**src/rtl/ulpi_reg_ctrl.sv**
```systemverilog
// ---------------------------------------------------------------------------
// ulpi_reg_ctrl
//
// Sequences ULPI PHY register write/read transactions for a single system
// requester. Drives the link's transmit byte (cmd/cmd_strobe) and stp, and
// watches the PHY's dir/nxt/data. If the PHY takes the bus (dir high) before
// accepting the TX CMD or write data, the attempt is aborted and retried up
// to MAX_RETRY times. If nxt never arrives within TIMEOUT_CYCLES stalled
// cycles, the transaction fails.
//
// Ports
//   clk, reset                      60 MHz ULPI clock, async active-high reset
//   req_valid/req_ready             request handshake (one outstanding)
//   req_write/req_addr/req_wdata    request: 1 = write, 6-bit address, data
//   rsp_valid/rsp_rdata/rsp_error   one-cycle completion, read data, failure
//   ulpi_dir/ulpi_nxt/ulpi_data_in  PHY-driven link signals
//   cmd/cmd_strobe                  byte to transmit and its valid
//   stp                             ULPI stop
//
// Every output is a flop. The output flops are loaded from the next state,
// so each output lines up with the state that produces it.
// ---------------------------------------------------------------------------
module ulpi_reg_ctrl #(
  parameter int TIMEOUT_CYCLES = 64,
  parameter int MAX_RETRY      = 3,
  parameter int CNT_W          = 8
) (
  input  logic       clk,
  input  logic       reset,
  input  logic       req_valid,
  output logic       req_ready,
  input  logic       req_write,
  input  logic [5:0] req_addr,
  input  logic [7:0] req_wdata,
  output logic       rsp_valid,
  output logic [7:0] rsp_rdata,
  output logic       rsp_error,
  input  logic       ulpi_dir,
  input  logic       ulpi_nxt,
  input  logic [7:0] ulpi_data_in,
  output logic [7:0] cmd,
  output logic       cmd_strobe,
  output logic       stp
);

  localparam int RTW = (MAX_RETRY < 1) ? 1 : $clog2(MAX_RETRY + 1);

  typedef enum logic [2:0] {
    S_IDLE,
    S_CMD,
    S_WR_DATA,
    S_WR_STP,
    S_RD_TURN,
    S_RD_DATA,
    S_ABORT,
    S_RESP
  } state_t;

  state_t           state_q, state_d;
  logic             wr_q, wr_d;
  logic [5:0]       addr_q, addr_d;
  logic [7:0]       wdata_q, wdata_d;
  logic [CNT_W-1:0] cnt_q, cnt_d, cnt_inc;
  logic [RTW-1:0]   retry_q, retry_d;
  logic             low_seen_q, low_seen_d;  // ABORT: dir already seen low once
  logic             err_q, err_d;
  logic [7:0]       rdata_q, rdata_d;

  logic             req_ready_q, req_ready_d;
  logic             rsp_valid_q, rsp_valid_d;
  logic             rsp_error_q, rsp_error_d;
  logic [7:0]       cmd_q, cmd_d;
  logic             cmd_strobe_q, cmd_strobe_d;
  logic             stp_q, stp_d;

  // NOTE: every variable gets a default at the top of the block so that no
  // path through the case statement leaves it unassigned (no latches).
  always_comb begin
    state_d    = state_q;
    wr_d       = wr_q;
    addr_d     = addr_q;
    wdata_d    = wdata_q;
    cnt_d      = cnt_q;
    retry_d    = retry_q;
    low_seen_d = low_seen_q;
    err_d      = err_q;
    rdata_d    = rdata_q;
    cnt_inc    = cnt_q + CNT_W'(1);

    case (state_q)
      S_IDLE: begin
        if (req_valid && req_ready_q) begin
          wr_d       = req_write;
          addr_d     = req_addr;
          wdata_d    = req_wdata;
          cnt_d      = '0;
          retry_d    = '0;
          low_seen_d = 1'b0;
          err_d      = 1'b0;
          state_d    = S_CMD;
        end
      end

      S_CMD, S_WR_DATA: begin
        // dir wins over nxt: dir and nxt together is the PHY starting RX,
        // not accepting our byte.
        if (ulpi_dir) begin
          low_seen_d = 1'b0;
          state_d    = S_ABORT;
        end else if (ulpi_nxt) begin
          if (state_q == S_WR_DATA) state_d = S_WR_STP;
          else if (wr_q)            state_d = S_WR_DATA;
          else                      state_d = S_RD_TURN;
        end else begin
          // The stall budget spans CMD and WR_DATA of one attempt.
          cnt_d = cnt_inc;
          if (cnt_inc == CNT_W'(TIMEOUT_CYCLES)) begin
            err_d   = 1'b1;
            state_d = S_RESP;
          end
        end
      end

      S_WR_STP: begin
        err_d   = 1'b0;
        state_d = S_RESP;
      end

      S_RD_TURN: begin
        if (ulpi_dir) begin
          state_d = S_RD_DATA;
        end else begin
          err_d   = 1'b1;
          state_d = S_RESP;
        end
      end

      S_RD_DATA: begin
        if (ulpi_dir) begin
          rdata_d = ulpi_data_in;
          err_d   = 1'b0;
        end else begin
          err_d   = 1'b1;
        end
        state_d = S_RESP;
      end

      S_ABORT: begin
        // Leave only after dir has been low for two consecutive samples:
        // the first low sample is the PHY's turnaround cycle.
        if (ulpi_dir) begin
          low_seen_d = 1'b0;
        end else if (!low_seen_q) begin
          low_seen_d = 1'b1;
        end else if (retry_q < RTW'(MAX_RETRY)) begin
          retry_d    = retry_q + RTW'(1);
          cnt_d      = '0;
          low_seen_d = 1'b0;
          state_d    = S_CMD;
        end else begin
          err_d   = 1'b1;
          state_d = S_RESP;
        end
      end

      S_RESP: begin
        state_d = S_IDLE;
      end

      default: begin
        state_d = S_IDLE;
      end
    endcase

    // Output flops follow the next state so they align with it.
    req_ready_d  = (state_d == S_IDLE) && !ulpi_dir;
    rsp_valid_d  = (state_d == S_RESP);
    rsp_error_d  = (state_d == S_RESP) && err_d;
    cmd_strobe_d = (state_d == S_CMD) || (state_d == S_WR_DATA);
    stp_d        = (state_d == S_WR_STP);
    if (state_d == S_CMD)          cmd_d = {1'b1, ~wr_d, addr_d};
    else if (state_d == S_WR_DATA) cmd_d = wdata_d;
    else                           cmd_d = 8'h00;
  end

  // NOTE: sequential state uses non-blocking assignments so every flop
  // samples the pre-edge value of every other flop.
  always_ff @(posedge clk or posedge reset) begin
    if (reset) begin
      state_q      <= S_IDLE;
      wr_q         <= 1'b0;
      addr_q       <= '0;
      wdata_q      <= '0;
      cnt_q        <= '0;
      retry_q      <= '0;
      low_seen_q   <= 1'b0;
      err_q        <= 1'b0;
      rdata_q      <= '0;
      req_ready_q  <= 1'b0;
      rsp_valid_q  <= 1'b0;
      rsp_error_q  <= 1'b0;
      cmd_q        <= '0;
      cmd_strobe_q <= 1'b0;
      stp_q        <= 1'b0;
    end else begin
      state_q      <= state_d;
      wr_q         <= wr_d;
      addr_q       <= addr_d;
      wdata_q      <= wdata_d;
      cnt_q        <= cnt_d;
      retry_q      <= retry_d;
      low_seen_q   <= low_seen_d;
      err_q        <= err_d;
      rdata_q      <= rdata_d;
      req_ready_q  <= req_ready_d;
      rsp_valid_q  <= rsp_valid_d;
      rsp_error_q  <= rsp_error_d;
      cmd_q        <= cmd_d;
      cmd_strobe_q <= cmd_strobe_d;
      stp_q        <= stp_d;
    end
  end

  assign req_ready  = req_ready_q;
  assign rsp_valid  = rsp_valid_q;
  assign rsp_rdata  = rdata_q;
  assign rsp_error  = rsp_error_q;
  assign cmd        = cmd_q;
  assign cmd_strobe = cmd_strobe_q;
  assign stp        = stp_q;

endmodule

```
**config.mk**
```make
export PLATFORM = sky130hd
export DESIGN_NAME = ulpi_reg_ctrl
export DESIGN_NICKNAME = d
export VERILOG_FILES = /design/src/rtl/ulpi_reg_ctrl.sv
export SDC_FILE = /design/constraint.sdc
export NUM_CORES = 1
export LEC_CHECK = 0
export CORE_MARGIN = 4
export CORE_UTILIZATION = 51
export DETAILED_ROUTE_END_ITERATION = 8
export PLACE_DENSITY = 0.79
export SKIP_CTS_REPAIR_TIMING = 1
export SLEW_MARGIN = 20
export SYNTH_ARGS = -nofsm -noshare
export SYNTH_HDL_FRONTEND = slang
export SYNTH_SLANG_ARGS = --single-unit
```
**constraint.sdc**
```tcl
create_clock -name clk -period 2.2 [get_ports clk]
set_input_delay 0.44 -clock clk [delete_from_list [all_inputs] [get_ports clk]]
set_output_delay 0.44 -clock clk [all_outputs]
set_load 0.01 [all_outputs]
```
==> flow_summary_export.csv <==
group,metric,value,unit
die,io-pin-count,49,
timing,max_freq,483,MHz
placed_design,hpwl,4060,um
detailed_routing,highest_layer,"met4",
cells_and_area,fillers,313,
detailed_routing,m1WireLength,2320,um
die,core-area,4500,sq um
logic_synthesis,yosys.area.top_type_share,51.9,%
detailed_routing,vias_per_cell,5.79,
logic_synthesis,synth_edf_count,0,
die,start_util,54.6,%
logic_synthesis,synth_common_cells,"51 x dfrtp_1, 23 x mux2_2, 20 x a21oi_1, 16 x nand3_1, 15 x o21ai_0",
pwr,p_leak,0.00142,uW
logic_synthesis,synth.avg_cell_area,10.7,sq um
logic_synthesis,synthTopCellsByArea,"dfrtp_1 52%, mux2_2 11%, a21oi_1 4.1%",
logic_synthesis,synth.most_common_cell,"dfrtp_1",
logic_synthesis,synth_nets,259,
worst_setup_path,crit_fanout,9,
die,die_area,6000,sq um
flow_run,max_cap_violations,0,
worst_setup_path,crit_chain,"and3_1, a311oi_2, o221ai_2, a21o_2, clkinv_1, nand2_1, o32ai_1",
timing,worst_pin_slew,0.655,ns
placed_design,port_buffers,48,
timing,skew,0.00601,ns
cells_and_area,layout.cells.non_filler,349,
timing,finalSetupViolCount,0,
worst_setup_path,worstRegToRegCells,7,
die,die_width,77.4,um
die,chipHeight,77.4,um
worst_setup_path,required,2.40,ns
logic_synthesis,ys_warn_count,0,
clocking,clockRootBuffer,"clkbuf_8",
worst_setup_path,worstSetupStartpointType,"register",
logic_synthesis,syn_inst,229,
outcome,status,"finished clean",
timing,rsz0062_at_grt,"no",
clocking,htreeDepth,2,
detailed_routing,wirelength,5560,um
worst_setup_path,slowest_stage,"dfrtp_1",
pwr,power_density,1180,nW/um^2
detailed_routing,routedWlPerCell,15.9,um
cells_and_area,finalNetCount,326,
detailed_routing,final_antenna_net_count,0,
placed_design,dp.cells,341,
global_routing,grt_max_degree,52,
cells_and_area,area_growth_syn_to_layout,33.7,%
global_routing,grt_pass1_wl,9400,um
cells_and_area,fin_util,73.0,%
logic_synthesis,ys_seq_elements,51,
logic_synthesis,syn-cell-area,2460,sq um
logic_synthesis,synth_ff_type,"dfrtp_1",
detailed_routing,drtPass1Iterations,4,
worst_setup_path,end_kind,"register",
clocking,clk-insertion-delay-late,0.30,ns
worst_setup_path,cp_slowest_stage_delay,0.44,ns
clocking,clockBufferDepth,2,
global_routing,gr-total-overflow,0,
global_routing,grt_util_all_layers,19.3,%
clocking,cts_sinks,51,
logic_synthesis,yosysUniqueCellTypes,49,
timing,relSlewSlack,55.8,%
clocking,cts_tree,"done",
detailed_routing,drc,0,
die,row_count,24,
worst_setup_path,critPathArrivalTime,2.27,ns
clocking,clk_pin_slew,0.09,ns
hold_path,hp-class,"input port to asynchronous set/reset pin",
logic_synthesis,synthArstFlopShare,100,%
cells_and_area,drive_gt1_share,22.9,%
cells_and_area,antenna_cells,0,
timing,hold_violations,0,
timing,fin_crit,2.07,ns
worst_setup_path,path_buf_inv,1,
detailed_routing,vias,2019,
timing,slew_violations,0,
worst_setup_path,crit_family,"compound AO/OA/AOI/OAI gates",
worst_setup_path,cp.depth,7,
worst_setup_path,critPathKind,"register to register",
logic_synthesis,synth_seq_area_share,51.9,%
detailed_routing,met2_length,2890,um
logic_synthesis,yosys.area.top_type,"dfrtp_1",
timing,timing.final.crit_share,94.0,%
pwr,ir_worst_vdd,0.743,mV
clocking,numCtsBuffers,5,
global_routing,grt_pass1_vias,2006,
global_routing,antenna_found_initial,0,
detailed_routing,drt-initial-drc-count,141,
placed_design,gp_congestion,0.854,
detailed_routing,routed-wl-met3,277,um
per-layer routing:
metal	global-route usage (%)	vias up
met5	0	-
met4	6.41	0
li1	-	961
met1	23.8	983
met3	3.94	8
met2	33.9	67
worst register-to-register path: cells and delay by family, from the launching register on:
| family | cells | cell delay (ns) |
|---|---|---|
| compound gates | 4 | 0.98 |
| buf+inv | 1 | 0.18 |
| flops | 1 | 0.44 |
| simple gates | 2 | 0.37 |
layout by cell type (no fill, tap or decap), drive strengths merged, types with 2 or more instances in the layout:
cell type,netlist,layout
bufinv,0,2
nand2b,4,4
a21oi,20,20
ha,2,2
nand3,17,17
buf,7,21
o31a,2,2
inv,8,9
or2,3,3
clkbuf,2,5
o2bb2ai,2,2
a211oi,2,2
o31ai,6,6
a31oi,2,2
and2,3,3
nand2,15,15
nor4,3,3
nor2b,4,4
o21ai,15,15
clkdlybuf4s50,0,47
dfrtp,51,51
nor3,4,4
nor2,14,14
mux2,23,23
o22ai,3,3
clkinv,2,2
final cells by class:
class	count	area (sq um)	share of cell area, %
Clock inverter	3	71.3	2.17
Multi-Input combinational cell	159	1090	33.1
Clock buffer	5	68.8	2.09
Inverter	10	38.8	1.18
Timing Repair Buffer	69	678	20.6
Sequential cell	51	1280	38.8
Tap cell	52	65.1	1.98
final timing paths:
kind                       slack, ns           end  startpoint
hold / removal                  0.49  rsp_rdata[3]       reset
min in group clk                0.50      cnt_q[7]    cnt_q[7]
setup reg to reg                0.13        cmd[6]    cnt_q[2]
setup / recovery                0.13        cmd[6]    cnt_q[2]
hold reg to reg                 0.50      cnt_q[7]    cnt_q[7]
max in group asynchronous       1.49    low_seen_q       reset
cell families (layout without fill, tap and decap cells):
group           after synthesis  after routing  share of synthesized area (%)
buf+inv                      19             87                           3.92
flops                        51             51                           51.9
fa+ha+maj                     2              2                           1.02
mux                          23             23                           10.5
compound gates               62             62                           16.2
simple gates                 72             72                           16.4
power breakdown:
| part | switching, uW | internal [uW] |
|---|---|---|
| logic | 896 | 845 |
| clock network | 310 | 461 |
| registers | 161 | 1210 |
sequential cells by signal (all words and copies together) (netlist names), 2 cells and up:
name       count
cnt_q          8
wdata_q        8
state_q        3
addr_q         6
retry_q        2
cmd            8
rsp_rdata      8
through the flow:
step | total power, uW | setup slack (ns) | hold slack (ns) | TNS, ns | area, sq um
3_5_place_dp | 3100 | -0.166 | 0.485 | -1.59 | 3140
2_1_floorplan | 2420 | 0.354 | 0.446 | 0 | 2460
6_report | 3880 | 0.131 | 0.489 | 0 | 3290
5_1_grt | 4140 | 0.0287 | 0.519 | 0 | 3290
3_3_place_gp | 3060 | -0.152 | 0.479 | -1.03 | 3140
4_1_cts | 3900 | 0.106 | 0.498 | 0 | 3280
Note: power is estimated with default switching activity, not from simulation.
